==> src/rtl/eda_regional_max_engine.sv <==
// Regional-maxima engine: local image store plus breadth-first plateau flood fill.
// Optional region counter output enabled by defining EDA_RMAX_REGION_CNT_EN.
module eda_regional_max_engine #(
  parameter int unsigned M            = 8,
  parameter int unsigned N            = 8,
  parameter int unsigned PIXEL_WIDTH  = 8,
  parameter int unsigned ADDR_WIDTH   = $clog2(M*N),
  parameter int unsigned CONNECTIVITY = 8
) (
  input  logic                   clk,
  input  logic                   reset_n,
  input  logic                   start,
  input  logic                   write_en,
  input  logic [ADDR_WIDTH-1:0]  wr_addr,
  input  logic [PIXEL_WIDTH-1:0] pixel_in,
  input  logic [ADDR_WIDTH-1:0]  rd_addr,
  output logic                   matrix_output,
  output logic                   busy,
  output logic                   done
`ifdef EDA_RMAX_REGION_CNT_EN
  ,
  output logic [ADDR_WIDTH:0]    region_count
`endif
);

  localparam int unsigned MN    = M * N;
  localparam int unsigned PTR_W = ADDR_WIDTH + 1;
  localparam int unsigned K     = (CONNECTIVITY == 4) ? 4 : 8;
  localparam logic [PTR_W-1:0] MN_P = PTR_W'(MN);

  generate
    if (CONNECTIVITY != 4 && CONNECTIVITY != 8) begin : g_bad_conn
      $fatal(1, "eda_regional_max_engine: CONNECTIVITY must be 4 or 8");
    end
  endgenerate

  typedef enum logic [2:0] {
    S_IDLE, S_SCAN, S_SEED, S_POP, S_NEIGH, S_MARK, S_NEXT, S_FIN
  } state_e;

  state_e                 state_q, state_d;
  logic [PTR_W-1:0]       scan_q, scan_d;
  logic [PTR_W-1:0]       head_q, head_d;
  logic [PTR_W-1:0]       tail_q, tail_d;
  logic [ADDR_WIDTH-1:0]  cur_q, cur_d;
  logic [2:0]             k_q, k_d;
  logic                   is_max_q, is_max_d;
  logic [PIXEL_WIDTH-1:0] ref_pix_q, ref_pix_d;
  logic                   matrix_output_q, matrix_output_d;

  logic [PIXEL_WIDTH-1:0] img_q   [MN];
  logic [ADDR_WIDTH-1:0]  queue_q [MN];
  logic [MN-1:0]          visited_q;
  logic [MN-1:0]          result_q;

  logic                   img_we;
  logic                   vis_clr, vis_set, res_clr, res_set, q_we;
  logic [ADDR_WIDTH-1:0]  vis_idx, res_idx, q_idx, q_data;

  logic [ADDR_WIDTH-1:0]  scan_idx, head_idx, tail_idx;
  logic [2:0]             dir;
  int                     cur_row, cur_col, nr, nc, dr, dc;
  logic                   nb_in;
  logic [ADDR_WIDTH-1:0]  nb_addr;

`ifdef EDA_RMAX_REGION_CNT_EN
  logic [ADDR_WIDTH:0]    region_cnt_q, region_cnt_d;
  assign region_count = region_cnt_q;
`endif

  assign scan_idx      = scan_q[ADDR_WIDTH-1:0];
  assign head_idx      = head_q[ADDR_WIDTH-1:0];
  assign tail_idx      = tail_q[ADDR_WIDTH-1:0];
  assign busy          = (state_q != S_IDLE) && (state_q != S_FIN);
  assign done          = (state_q == S_FIN);
  assign matrix_output = matrix_output_q;

  // Neighbour k maps onto the 8-way direction order UL,U,UR,L,R,DL,D,DR;
  // 4-connectivity walks only U, L, R, D of that order.
  always_comb begin
    dir = k_q;
    if (K == 4) begin
      case (k_q)
        3'd0:    dir = 3'd1;
        3'd1:    dir = 3'd3;
        3'd2:    dir = 3'd4;
        default: dir = 3'd6;
      endcase
    end
    dr = (dir < 3'd3) ? -1 : ((dir > 3'd4) ? 1 : 0);
    dc = (dir == 3'd0 || dir == 3'd3 || dir == 3'd5) ? -1 :
         ((dir == 3'd2 || dir == 3'd4 || dir == 3'd7) ? 1 : 0);
    cur_row = int'(cur_q) / int'(N);
    cur_col = int'(cur_q) % int'(N);
    nr      = cur_row + dr;
    nc      = cur_col + dc;
    nb_in   = (nr >= 0) && (nr < int'(M)) && (nc >= 0) && (nc < int'(N));
    nb_addr = ADDR_WIDTH'(nr * int'(N) + nc);
  end

  always_comb begin
    state_d         = state_q;
    scan_d          = scan_q;
    head_d          = head_q;
    tail_d          = tail_q;
    cur_d           = cur_q;
    k_d             = k_q;
    is_max_d        = is_max_q;
    ref_pix_d       = ref_pix_q;
    img_we          = write_en && !busy && ({1'b0, wr_addr} < MN_P);
    vis_clr         = 1'b0;
    vis_set         = 1'b0;
    vis_idx         = '0;
    res_clr         = 1'b0;
    res_set         = 1'b0;
    res_idx         = '0;
    q_we            = 1'b0;
    q_idx           = '0;
    q_data          = '0;
    matrix_output_d = ({1'b0, rd_addr} < MN_P) ? result_q[rd_addr] : 1'b0;
`ifdef EDA_RMAX_REGION_CNT_EN
    region_cnt_d    = region_cnt_q;
`endif

    case (state_q)
      S_IDLE: begin
        if (start) begin
          vis_clr = 1'b1;
          res_clr = 1'b1;
          scan_d  = '0;
          state_d = S_SCAN;
`ifdef EDA_RMAX_REGION_CNT_EN
          region_cnt_d = '0;
`endif
        end
      end
      S_SCAN: begin
        if (scan_q == MN_P)            state_d = S_FIN;
        else if (!visited_q[scan_idx]) state_d = S_SEED;
        else                           scan_d  = scan_q + PTR_W'(1);
      end
      S_SEED: begin
        vis_set   = 1'b1;
        vis_idx   = scan_idx;
        q_we      = 1'b1;
        q_idx     = '0;
        q_data    = scan_idx;
        head_d    = '0;
        tail_d    = PTR_W'(1);
        is_max_d  = 1'b1;
        ref_pix_d = img_q[scan_idx];
        state_d   = S_POP;
      end
      S_POP: begin
        if (head_q == tail_q) begin
          if (is_max_q) begin
            head_d  = '0;
            state_d = S_MARK;
`ifdef EDA_RMAX_REGION_CNT_EN
            region_cnt_d = region_cnt_q + 1'b1;
`endif
          end else begin
            state_d = S_NEXT;
          end
        end else begin
          cur_d   = queue_q[head_idx];
          head_d  = head_q + PTR_W'(1);
          k_d     = '0;
          state_d = S_NEIGH;
        end
      end
      S_NEIGH: begin
        if (nb_in) begin
          if (img_q[nb_addr] > ref_pix_q) begin
            is_max_d = 1'b0;
          end else if (img_q[nb_addr] == ref_pix_q && !visited_q[nb_addr]) begin
            vis_set = 1'b1;
            vis_idx = nb_addr;
            q_we    = 1'b1;
            q_idx   = tail_idx;
            q_data  = nb_addr;
            tail_d  = tail_q + PTR_W'(1);
          end
        end
        if (k_q == 3'(K - 1)) state_d = S_POP;
        else                  k_d     = k_q + 3'd1;
      end
      S_MARK: begin
        // head is reused as the mark index over queue[0..tail-1]
        res_set = 1'b1;
        res_idx = queue_q[head_idx];
        head_d  = head_q + PTR_W'(1);
        if (head_q + PTR_W'(1) == tail_q) state_d = S_NEXT;
      end
      S_NEXT: begin
        head_d  = '0;
        tail_d  = '0;
        scan_d  = scan_q + PTR_W'(1);
        state_d = S_SCAN;
      end
      S_FIN: state_d = S_IDLE;
      default: state_d = S_IDLE;
    endcase
  end

  always_ff @(posedge clk or negedge reset_n) begin
    if (!reset_n) begin
      state_q         <= S_IDLE;
      scan_q          <= '0;
      head_q          <= '0;
      tail_q          <= '0;
      cur_q           <= '0;
      k_q             <= '0;
      is_max_q        <= 1'b0;
      ref_pix_q       <= '0;
      matrix_output_q <= 1'b0;
      visited_q       <= '0;
      result_q        <= '0;
      for (int unsigned i = 0; i < MN; i++) begin
        img_q[i]   <= '0;
        queue_q[i] <= '0;
      end
`ifdef EDA_RMAX_REGION_CNT_EN
      region_cnt_q    <= '0;
`endif
    end else begin
      state_q         <= state_d;
      scan_q          <= scan_d;
      head_q          <= head_d;
      tail_q          <= tail_d;
      cur_q           <= cur_d;
      k_q             <= k_d;
      is_max_q        <= is_max_d;
      ref_pix_q       <= ref_pix_d;
      matrix_output_q <= matrix_output_d;
      if (img_we)       img_q[wr_addr]     <= pixel_in;
      if (q_we)         queue_q[q_idx]     <= q_data;
      if (vis_clr)      visited_q          <= '0;
      else if (vis_set) visited_q[vis_idx] <= 1'b1;
      if (res_clr)      result_q           <= '0;
      else if (res_set) result_q[res_idx]  <= 1'b1;
`ifdef EDA_RMAX_REGION_CNT_EN
      region_cnt_q    <= region_cnt_d;
`endif
    end
  end

endmodule
==> config.mk <==
export PLATFORM = sky130hd
export DESIGN_NAME = eda_regional_max_engine
export DESIGN_NICKNAME = d
export VERILOG_FILES = /design/src/rtl/eda_regional_max_engine.sv
export SDC_FILE = /design/constraint.sdc
export NUM_CORES = 2
export LEC_CHECK = 0
export CORE_MARGIN = 2
export CORE_UTILIZATION = 25
export DETAILED_ROUTE_END_ITERATION = 16
export SETUP_SLACK_MARGIN = 0.5
export SYNTH_ARGS = -nofsm -noshare
export SYNTH_HDL_FRONTEND = slang
export SYNTH_SLANG_ARGS = --single-unit
==> constraint.sdc <==
create_clock -name clk -period 20.9 [get_ports clk]
set_input_delay 2.09 -clock clk [delete_from_list [all_inputs] [get_ports clk]]
set_output_delay 2.09 -clock clk [all_outputs]
set_load 0.005 [all_outputs]
## After elaboration in Yosys (flattened, before gate mapping)

Cells that the tools add are included.

- Add/sub/neg operators: 7
- Multiply operators: 0
- Divide/modulo/power cells: 0
- Magnitude comparators: 21
- Equal/unequal tests: 30
- Shifts and indexed selects: 0
- Multiplexer cells: 74
- Bitwise logic cells: 8
- Reductions and logical operators: 34

Operators with widths:

| kind | number |
|---|---|
| bitwise mux 512 bit | 1 |
| bitwise mux 384 bit | 1 |
| two-way mux 64 bit | 4 |
| OR 64 bit | 2 |
| binary-select mux 8 bit (select 6 bit) | 2 |
| two-way mux 6 bit | 11 |
| adder 4 x 32 -> 32 bit | 2 |
| >= comparator 32 x 1 -> 1 bit (second input constant) | 2 |
| less-than comparator 32 x 5 -> 1 bit (second input constant) | 2 |
| two-way mux 32 bit | 2 |
| case mux 7 bit (3 select lines) | 3 |
| two-way mux 7 bit | 8 |
| demux 8 bit (select 6 bit) | 1 |
| two-way mux 8 bit | 5 |
| binary-select mux 6 bit (select 6 bit) | 1 |
| demux 6 bit (select 6 bit) | 1 |
| >= comparator 7 bit (second input constant) | 5 |
| less-than comparator 6 x 7 -> 1 bit (second input constant) | 5 |
| inverter 6 -> 7 bit | 5 |
| two-way mux 3 bit | 8 |
| case mux 3 bit (8 select lines) | 1 |
| != test 2 bit (second input constant) | 11 |
| adder 7 x 1 -> 7 bit (second input constant) | 3 |
| equality test 3 bit (second input constant) | 7 |
| other kinds (31) | 81 |

- Bits in registers: 1067
- Latch bits: 0
- Bits in writable memories: 0
- Memory bits (read-only): 0
- Bits of input ports: 24
- Output and inout bits: 3
- Logic and storage cells: 313
- Memories kept: 0

## Logic depth before layout (Yosys ltp)

- Depth after elaboration: 24
- Depth in mapped cells: 30
- Depth with buffers taken out: 26

## Worst setup path before layout

Ideal clock, no wire load.

- Path type: flip-flop to flip-flop
- Start point: register k_q[0], in the netlist dir[0]
- End point: register queue_q[144] (netlist bit)
- Arrival time: 7.174 ns
- Required time: 20.769 ns
- Slack: 13.594 ns
- Stages on the path, launching flop included: 26
- Period minus slack after synthesis: 7.306 ns
- Path through: dfrtp_1 -> inv_1 -> ha_1 -> mux2i_1 -> nand2_1 -> or3b_2 -> ha_1 -> fa_1 -> clkbuf_1 -> buf_1 -> clkbuf_1 -> clkbuf_1 -> mux4_2 -> mux4_2 -> mux4_2 -> ha_1 -> nand4_1 -> or2_2 -> or3_1 -> buf_2 -> or4_1 -> clkbuf_1 -> buf_2 -> buf_6 -> o21ai_1 -> o21ai_1

- Cells in the longest elaborated chain, start to end: 23

Ends and longest elaborated chain:

| element | RTL line | RTL |
|---|---|---|
| from (decl) | 46 | `logic [2:0] k_q, k_d;` |
| from (signal assigned) | 232 | `k_q <= k_d;` |
| parallel branches: the longest is 23 deep, another holds adder 4 x 32 -> 32 bit | - |  |
| to (signal, indexed assignment) | 237 | `if (q_we) queue_q[q_idx] <= q_data;` |
| to (decl) | 52 | `logic [ADDR_WIDTH-1:0] queue_q [MN];` |

Parallel ways; which one is timed is not known. The select of a mux whose other input is x is not followed.
A chain may end at the register's enable or synchronous reset.

## Worst setup path in the final report

- Start point: register k_q[0], in the netlist dir[0]
- End point: register visited_q[30]

- Cells in the longest elaborated chain, start to end: 24

Ends and longest elaborated chain:

| element | RTL line | RTL |
|---|---|---|
| parallel branches: the longest is 24 deep, another holds adder 4 x 32 -> 32 bit | - |  |
| to (signal assigned) | 217 | `visited_q <= '0;` |
| to (signal assigned) | 238 | `if (vis_clr) visited_q <= '0;` |
| to (signal, indexed assignment) | 239 | `else if (vis_set) visited_q[vis_idx] <= 1'b1;` |
| to (decl) | 53 | `logic [MN-1:0] visited_q;` |

Parallel ways; which one is timed is not known. The select of a mux whose other input is x is not followed.

==> parameters.txt <==
Parameter                              Value

Floorplanning
  Die extent in x    471 um
  Placeable core area    about 220000 um^2
  Count of standard-cell rows    171
  Floorplan die height    about 470 um
  Die Footprint    around 220000 um^2
  Number of placed I/O pins    27
  Initial core utilization    25.1%

Clocking
  Hold Buf Count CTS    0
  Cells resized by post-CTS repair    0
  Number of buffers created by CTS    roughly 110
  CTS tree    done
  H-tree levels    3
  Root buffer selected by CTS    clkbuf_16
  Clk Latency, worst-skew pair    ~0.77 ns
  Longest Clk Path Bufs    3
  Number of buffers inserted to repair setup after CTS    0
  TritonCTS Sinks    between 1000 and 1500
  Clock-pin slew on the worst setup and hold paths    ~0.060 ns

STA
  Summed negative setup slack over all endpoints    0 ns
  Max frequency    105 MHz
  Slew Limit Fails    0
  Relative slew slack    approximately 6.5%
  Final count of negative-setup-slack endpoints    0
  Final clock period utilization by the worst path    approximately 45%
  Tightest Pin Transition    roughly 1.4 ns
  Final worst path period need    9.50 ns
  Final number of hold-violating endpoints    0
  Final Skew    between 0.05 and 0.06 ns
  Setup repair after global routing missed its margin    false

Synthesis
  Synthesized area per cell    between 10 and 15 um^2
  Main synth FF type    dfrtp_1
  Number of cells produced by synthesis    approximately 4200
  Synth Net Count    between 4000 and 5000
  Synthesized cell area    54400 um^2
  Synth cell types    75
  EDFF count, synth    0
  Fraction of registers with async set or reset after synthesis    100%
  Portion of the post-synthesis area used by sequential elements    49.0%
  Synth warn    0
  Post-synthesis sequential element count    about 1100

Critical path
  Type of the worst setup path    register to register
  Type of destination of the critical path    register
  Worst setup SP type    register
  Critical Path AT    ~10 ns
  Crit path required time    roughly 22 ns
  Flop2flop setup slack    approximately 11 ns
  Worst r2r path cells    20
  Critical-path maximum fanout    72

Power and ir drop
  Power density relative to cell area    around 110 nW/um^2
  Max rail drop VDD    roughly 0.21 mV
  Leakage power figure    25.4 nW

GRT
  Global routing met3 resource utilization    roughly 2.6%
  Overall fraction of global-route tracks in use    a little over an eighth
  Final global-route overflow total    0
  Wire length of the first global-routing pass    approximately 240000 um
  Met1 Usage GRT    19.4%
  Pin count of the biggest net entering global routing    approximately 190
  Antenna violations before repair    9
  Global-route met2 utilization    a little over a fifth
  Vias in the first global route    about 36000
  Most congested layer reported by global routing    met2

Cells and area
  Leading cell type in the layout, fill and taps excluded    dfrtp_1
  Finished layout cell area    roughly 60000 um^2
  Most frequent cells in the layout    dfrtp_1, o21ai_0, mux2_2
  Fraction of final layout cells sized beyond drive strength 1    between 30% and 40%
  Synth-to-Final Area Change    12.5%
  Number of nets at the end of the flow    around 4000
  Finished Layout Cells    around 7000

Place
  Dpl cell area    57500 um^2
  IO buf count    26
  Detailed placer's ending HPWL    about 96000 um
  GP Congestion    about 0.82
  Post-Place Cells    ~6800

Detailed routing
  Routed WL per cell    approximately 22 um
  Post-route DRC    0
  Initial drt markers    roughly 3400
  Vias per Instance    about 5.2
  Total via count in the routed design    36100
  Drt pass-1 iters    6
  Aggregate routed wire length    ~150000 um
  Remaining antenna violation count    0

Flow run
  Max_cap viols    0

Run status
  Run status    finished clean

Worst hold path
  Hold Path Stages    2
  Hold Path Class    register to register
-- cells by family (layout without fill, tap and decap cells) --
group           after synthesis  in the layout  share of synthesized area [%]
other cells                   0              2                              0
xor+xnor                     24             24                          0.386
mux                        1065           1065                           31.8
flops                      1067           1067                           49.0
compound gates              839            839                           8.71
fa+ha+maj                    42             42                           1.01
simple gates                730            730                           6.03
buf+inv                     399            336                           3.00
-- registers in the layout, summed over array words and instances, names as in the netlist --
signal,cells
state_q,3
visited_q,64
cur_q,6
is_max_q,1
tail_q,7
scan_q,7
ref_pix_q,8
result_q,64
queue_q,384
img_q,512
matrix_output,1
dir,3
head_q,7
-- metal layers --
metal,wire length (um),up-vias
met5,29,-
met4,5240,4
met3,10000,299
met2,71000,1247
met1,67800,19200
li1,-,15400
-- cell type report --
class / count / area [um^2]
Timing Repair Buffer: 106 / 888
Sequential cell: 1067 / 26700
Tap cell: 2854 / 3570
Multi-Input combinational cell: 2700 / 26200
Inverter: 31 / 116
Clock buffer: 162 / 3220
Antenna cell: 2 / 5.00
Clock inverter: 37 / 494
Fill cell: 21900 / 155000
-- power breakdown --
group          switching [mW]  internal [mW]
combinational            1.47           1.02
sequential              0.189           2.25
clock                   0.880           1.16
total                    2.54           4.43
-- worst max-delay path, cell delays in order, from the launching register on --
cell and delay [ns]:
dfrtp_1 0.45, inv_1 0.09, ha_1 0.21, mux2i_1 0.21, nand2_1 0.37, or3b_2 0.61
ha_4 0.76, buf_4 0.85, buf_4 0.79, mux4_2 0.61, mux4_2 0.55, mux4_2 0.50
ha_1 0.31, nand4_1 0.13, nor2_1 0.72, nand2_1 0.14, nor3_1 0.32, a21oi_4 0.09
buf_4 0.37, nor2_1 0.92, a32o_1 0.30
-- final timing paths --
check                                  start            end
worst max-delay path                  dir[0]  visited_q[30]
worst min-delay path            result_q[42]   result_q[42]
worst max register to register        dir[0]  visited_q[30]
worst min register to register  result_q[42]   result_q[42]
max in group asynchronous            reset_n    queue_q[49]
min in group asynchronous            reset_n     img_q[425]
-- synth_stat cells, drive strengths merged (7+ instances only) --
library cell | instances | area [um^2]
nand2b | 15 | 93.8
nor2b | 18 | 113
clkbuf | 249 | 936
a32o | 29 | 290
nand2 | 404 | 1520
a21oi | 31 | 159
o31ai | 11 | 82.6
dfrtp | 1067 | 26700
a21o | 7 | 52.6
and3 | 8 | 50.1
mux2 | 545 | 6140
a221oi | 8 | 70.1
nand3 | 36 | 180
xnor2 | 13 | 114
and2 | 25 | 156
a22o | 35 | 307
nor3 | 31 | 165
buf | 119 | 583
nand4 | 41 | 257
mux4 | 478 | 10800
o21ai | 661 | 3310
or3 | 11 | 68.8
nor2 | 105 | 394
ha | 39 | 488
mux2i | 42 | 420
nor4 | 10 | 83.8
inv | 29 | 109
xor2 | 11 | 96.3
-- through the flow --
step | total power, mW | utilization, % | setup slack [ns] | hold slack [ns]
finish | 6.97 | 28.3 | 11.40 | 0.475
global route | 7.28 | 28.3 | 10.65 | 0.500
CTS | 7.00 | 28.3 | 11.31 | 0.479
detailed placement | 4.95 | 26.5 | 11.33 | 0.465
global placement | 4.91 | 26.5 | 11.40 | 0.456
floorplan | 4.15 | - | 13.59 | 0.443
Power figures use the tool's default switching activity.
